<file path="src/rtl/mem_bridge.sv">
// mem_bridge: three-state bridge between a core's data-access port and a
// single-outstanding, ack-based memory bus. Aligned accesses go to memory
// and wait for mack, or abort after TIMEOUT busy cycles. Misaligned
// accesses are rejected without touching the bus. Misaligned accesses and
// timeouts set the sticky buserr flag.
//
// Ports
//   clk, reset      clock, asynchronous active-low reset
//   MemStrobe       core data-access request
//   MemWrite        1 = store, 0 = load
//   ALUResult       byte address
//   WriteData       store data
//   ReadData        load data (latch register)
//   PCReady         core advance enable (combinational, 0 = stall)
//   mreq/mwe        memory request / write enable (registered)
//   maddr/mwdata    word address / store data (registered)
//   mrdata/mack     memory read data / completion pulse
//   err_clr         synchronous clear of buserr
//   buserr          sticky error flag
module mem_bridge #(
  parameter int unsigned TIMEOUT = 15,
  parameter logic [31:0] ERRDATA = 32'hDEADBEEF
) (
  input  logic        clk,
  input  logic        reset,
  input  logic        MemStrobe,
  input  logic        MemWrite,
  input  logic [31:0] ALUResult,
  input  logic [31:0] WriteData,
  output logic [31:0] ReadData,
  output logic        PCReady,
  output logic        mreq,
  output logic        mwe,
  output logic [31:0] maddr,
  output logic [31:0] mwdata,
  input  logic [31:0] mrdata,
  input  logic        mack,
  input  logic        err_clr,
  output logic        buserr
);

  localparam int unsigned CW = $clog2(TIMEOUT + 1);

  typedef enum logic [1:0] {
    IDLE = 2'd0,
    BUSY = 2'd1,
    DONE = 2'd2
  } state_e;

  state_e        state_q, state_d;
  logic          mreq_q, mreq_d;
  logic          mwe_q, mwe_d;
  logic [31:0]   maddr_q, maddr_d;
  logic [31:0]   mwdata_q, mwdata_d;
  logic [31:0]   rdata_q, rdata_d;
  logic [CW-1:0] cnt_q, cnt_d;
  logic          buserr_q, buserr_d;
  logic          err_set;
  logic          pcready_c;

  // Next-state and next-register values.
  always_comb begin
    state_d  = state_q;
    mreq_d   = mreq_q;
    mwe_d    = mwe_q;
    maddr_d  = maddr_q;
    mwdata_d = mwdata_q;
    rdata_d  = rdata_q;
    cnt_d    = cnt_q;
    err_set  = 1'b0;
    case (state_q)
      IDLE: begin
        if (MemStrobe) begin
          if (ALUResult[1:0] == 2'b00) begin
            state_d  = BUSY;
            mreq_d   = 1'b1;
            mwe_d    = MemWrite;
            maddr_d  = {ALUResult[31:2], 2'b00};
            mwdata_d = WriteData;
            cnt_d    = '0;
          end else begin
            // Misaligned: reject without a bus cycle.
            state_d = DONE;
            err_set = 1'b1;
            rdata_d = ERRDATA;
          end
        end
      end
      BUSY: begin
        // Saturating wait counter; never wraps.
        if (cnt_q < CW'(TIMEOUT)) cnt_d = cnt_q + CW'(1);
        // mack takes priority over a coincident timeout.
        if (mack) begin
          if (!mwe_q) rdata_d = mrdata;
          mreq_d  = 1'b0;
          mwe_d   = 1'b0;
          state_d = DONE;
        end else if (cnt_q == CW'(TIMEOUT - 1)) begin
          mreq_d  = 1'b0;
          mwe_d   = 1'b0;
          err_set = 1'b1;
          rdata_d = ERRDATA;
          state_d = DONE;
        end
      end
      DONE: begin
        // MemStrobe here belongs to the retiring instruction.
        state_d = IDLE;
      end
      default: begin
        state_d = IDLE;
        mreq_d  = 1'b0;
        mwe_d   = 1'b0;
      end
    endcase
    // Set wins over clear.
    if (err_set)      buserr_d = 1'b1;
    else if (err_clr) buserr_d = 1'b0;
    else              buserr_d = buserr_q;
  end

  // Core stall: first strobe cycle stalls, BUSY stalls, DONE releases.
  always_comb begin
    pcready_c = 1'b0;
    case (state_q)
      IDLE:    pcready_c = ~MemStrobe;
      BUSY:    pcready_c = 1'b0;
      DONE:    pcready_c = 1'b1;
      default: pcready_c = 1'b0;
    endcase
  end

  // State and output registers.
  always_ff @(posedge clk or negedge reset) begin
    if (!reset) begin
      state_q  <= IDLE;
      mreq_q   <= 1'b0;
      mwe_q    <= 1'b0;
      maddr_q  <= '0;
      mwdata_q <= '0;
      rdata_q  <= '0;
      cnt_q    <= '0;
      buserr_q <= 1'b0;
    end else begin
      state_q  <= state_d;
      mreq_q   <= mreq_d;
      mwe_q    <= mwe_d;
      maddr_q  <= maddr_d;
      mwdata_q <= mwdata_d;
      rdata_q  <= rdata_d;
      cnt_q    <= cnt_d;
      buserr_q <= buserr_d;
    end
  end

  assign ReadData = rdata_q;
  assign PCReady  = pcready_c;
  assign mreq     = mreq_q;
  assign mwe      = mwe_q;
  assign maddr    = maddr_q;
  assign mwdata   = mwdata_q;
  assign buserr   = buserr_q;

endmodule

</file>
<file path="config.mk">
export PLATFORM = sky130hd
export DESIGN_NAME = mem_bridge
export DESIGN_NICKNAME = d
export VERILOG_FILES = /design/src/rtl/mem_bridge.sv
export SDC_FILE = /design/constraint.sdc
export NUM_CORES = 1
export LEC_CHECK = 0
export ABC_AREA = 1
export BUFFER_PORTS_ARGS = -buffer_cell sky130_fd_sc_hd__buf_2
export CAP_MARGIN = 20
export CELL_PAD_IN_SITES_DETAIL_PLACEMENT = 1
export CELL_PAD_IN_SITES_GLOBAL_PLACEMENT = 1
export CORE_ASPECT_RATIO = 0.75
export CORE_MARGIN = 2
export CORE_UTILIZATION = 30
export DETAILED_ROUTE_END_ITERATION = 6
export GPL_TIMING_DRIVEN = 1
export PLACE_DENSITY_LB_ADDON = 0.05
export SYNTH_ARGS = -nofsm -noshare
export SYNTH_HDL_FRONTEND = slang
export SYNTH_SLANG_ARGS = --single-unit
</file>
<file path="constraint.sdc">
create_clock -name clk -period 1.5 [get_ports clk]
set_input_delay 0.075 -clock clk [delete_from_list [all_inputs] [get_ports clk]]
set_output_delay 0.075 -clock clk [all_outputs]
set_load 0.03 [all_outputs]
</file>
==> metrics.cfg <==
[run_status]
status=finished, violations left
violations=setup timing

[final_layout]
final_nets=938
final_area_mm2=0.00721
layout-drive-gt1-share=0.390
diodes=0
seq_area_mm2=0.00258
multi_input_area_mm2=0.00189
instances_no_fill=1039
fill_cells=1782
syn2layout_area_growth_pct=59.1

[worst_setup_path]
path_max_fanout=8
rr_endpoint=maddr[6]$_DFFE_PN0P_
critical_path_required_ns=1.75
ff2ff_setup_slack_ns=-0.02
r2r-start=cnt_q[0]$_DFFE_PN0P_
r2r.worst_path.cells=8
cp.arrival_ns=1.77
cp-end-kind=flip-flop
critical_path_class=reg -> reg
start_kind=flip-flop

[placed_design]
dpl.hpwl_um=10000
dp_cells=946
io_buffers=199
routabilityCongestion=0.794
place_area_mm2=0.00589
preCtsSetupSlack_ns=-0.0781

[logic_synthesis]
synth-compound-area-share=0.0110
synth.cell_area_mm2=0.00453
synth_cell_types=23
synth-adder-area-share=0.00552
yosysTopAreaCellShare=0.569
synth.area.mux_share=0
synth_edf_count=0
syn_avg_cell_area_um2=8.24
yosys.area.top_type=dfrtp_1
async_reset_ff_frac=1.00
ys_seq_area_frac=0.569
netlist_instances=550
synth_top_family_by_area=simple AND/OR/NAND/NOR gates
synth.area.top_cells=dfrtp_1, nand2_1, nand4_1
yosys_warnings=0
ys_seq_elements=103
post-synth-top-count-cell=nand2_1
synth-simple-area-share=0.354
synth_ff_type=dfrtp_1
synth_xor_area_frac=0.00193
synth_commonest_cells=nand2_1, dfrtp_1, nor2_1, nand4_1, buf_2

[power_and_ir_drop]
ir_drop_uv=943
p_clk_frac=0.135
internal-power_uw=8480
p_leak_uw=0.00388
power_frac_comb=0.565
switching_power_uw=7980
seq_power_share=0.300
powerDensity_mw_per_mm2=2280
switching_share=0.485

[route]
wire_per_inst_um=15.1
initialDrtViolationCount=204
via_count=4684
drc=0
wl_um=15600
drt_pre_antenna_iters=4
antenna_left=0
routed_via_density=4.51

[clock_network]
max-clock-path-buffers=2
cts.sinks=103
htreeDepth=3
cts_made_buffers=9
ctsRootBufferMaster=clkbuf_16
clk_latency_ns=0.35
cts_tree=built
clkTransAtPathRegs_ns=0.07

[timing]
drv_slew=0
timing.final.crit_period_ns=1.52
finalCritPeriodShare=1.02
tightest_slew_ns=0.570
fin_worst_skew_ns=0.00479
tns_ns=-0.314
hold_viol_final=0
rsz0062_at_grt=true
max_freq_mhz=656
setup_ws_ns=-0.0247
setup_viol=38
slew_headroom=0.620

[min_path]
hp-class=in -> reg
min_to=ReadData[0]$_DFFE_PN0P_
worstHoldPathCells=5
hold_start=mrdata[0]

[grt]
gr-usage-all-layers=0.195
antenna_found_initial=0
grt-ovfl-total=0
first_global_vias=5027
grt_max_degree=104
grt_pass1_wl_um=25300

[floorplan]
io-pin-count=202
initial_core_util=0.310
design.die.area_mm2=0.0161
core_area_mm2=0.0146
die_h_um=110
chipWidth_um=146
rows=38

[flow_run]
drv_cap=0

==> final cells by class <==
cell class,instances,area share
Clock buffer,9,0.0312
Clock inverter,7,0.00659
Inverter,14,0.00729
Multi-Input combinational cell,402,0.262
Timing Repair Buffer,304,0.300
Tap cell,200,0.0347
Sequential cell,103,0.358
==> through the flow <==
stage	utilization	hold WS, ns	total power (µW)
3_5_place_dp	0.403	0.204	13100
6_report	0.494	0.0637	16500
4_1_cts	0.478	0.0494	15900
2_1_floorplan	-	-0.221	10200
5_1_grt	0.494	0.0841	17600
3_3_place_gp	0.403	0.200	12900
==> power groups by stage <==
stage	sequential [µW]	clock (µW)	combinational (µW)
after global placement	4800	0	8050
after detailed placement	4850	0	8240
final	4930	2220	9300
after CTS	4820	2340	8790
after floorplan	7190	0	3040
after global routing	5100	2420	10100
==> cells in the final DEF, fill, tap and decap left out, types with 2 or more instances in the layout <==
| cell type | Yosys | final |
|---|---|---|
| ha_2 | 0 | 2 |
| nand2_4 | 1 | 4 |
| nand2_1 | 302 | 250 |
| buf_8 | 0 | 3 |
| buf_12 | 0 | 9 |
| dfrtp_1 | 103 | 102 |
| inv_1 | 10 | 9 |
| nand2_2 | 1 | 49 |
| nor2_1 | 38 | 36 |
| buf_6 | 6 | 6 |
| nor2_4 | 3 | 6 |
| inv_6 | 0 | 2 |
| clkbuf_16 | 0 | 10 |
| o21ai_0 | 5 | 5 |
| nand3_1 | 7 | 5 |
| buf_4 | 8 | 20 |
| buf_16 | 0 | 2 |
| dlygate4sd3_1 | 0 | 65 |
| buf_2 | 11 | 198 |
| conb_1 | 1 | 2 |
| nand4_1 | 35 | 35 |
| nand3_2 | 1 | 3 |
| inv_2 | 4 | 5 |
| clkinv_2 | 0 | 3 |
| clkinvlp_4 | 0 | 2 |
==> cell families after synthesis <==
group	after synthesis
AO/OA/AOI/OAI	7
XOR/XNOR	1
adder cells (fa/ha/maj)	2
buffers and inverters	46
flip-flops	103
other	1
AND/OR/NAND/NOR	390
==> worst max-delay path by stage <==
stage	slack [ns]	from	end	cells after the start
final	-0.02	cnt_q[0]$_DFFE_PN0P_	maddr[6]$_DFFE_PN0P_	8
after global routing	-0.14	cnt_q[0]$_DFFE_PN0P_	ReadData[22]$_DFFE_PN0P_	10
after CTS	-0.006	cnt_q[0]$_DFFE_PN0P_	ReadData[17]$_DFFE_PN0P_	10
after detailed placement	-0.08	cnt_q[0]$_DFFE_PN0P_	ReadData[25]$_DFFE_PN0P_	8
after global placement	-0.04	cnt_q[0]$_DFFE_PN0P_	ReadData[29]$_DFFE_PN0P_	8
after floorplan	0.10	cnt_q[0]$_DFFE_PN0P_	maddr[10]$_DFFE_PN0P_	8
==> routing by layer <==
metal,up-vias,share of wire,global-route usage,wire length (µm)
met5,-,0,0,0
met4,0,0.014,0.0510,225
met1,2238,0.45,0.249,7010
met2,141,0.48,0.325,7500
li1,2287,-,-,-
met3,18,0.058,0.0537,907
==> sequential cells by signal, indices dropped and copies added, names as in the netlist <==
name and cells:
ReadData 32, buserr 1, cnt_q 4, maddr 30, mreq 1, mwdata 32, mwe 1, state_q 2
==> worst max-delay path: stages, from the launching register on <==
cell	delay, ns
dfrtp_1	0.41
ha_2	0.22
nand4_1	0.12
nand2_2	0.08
nor2_4	0.16
nand2_8	0.13
clkbuf_16	0.20
nand2_1	0.06
nand2_1	0.05
==> what timing repair did <==
action                                  in CTS  in global routing
gates resized for setup                     17                 64
endpoints found under the setup margin      80                 97
hold buffers                                65                  0
endpoints found under the hold margin      166                  0
pin swaps                                    8                  7
cloned                                       2                  2
setup buffers                                6                  2
No activity file was read; power rests on OpenSTA's default activity.
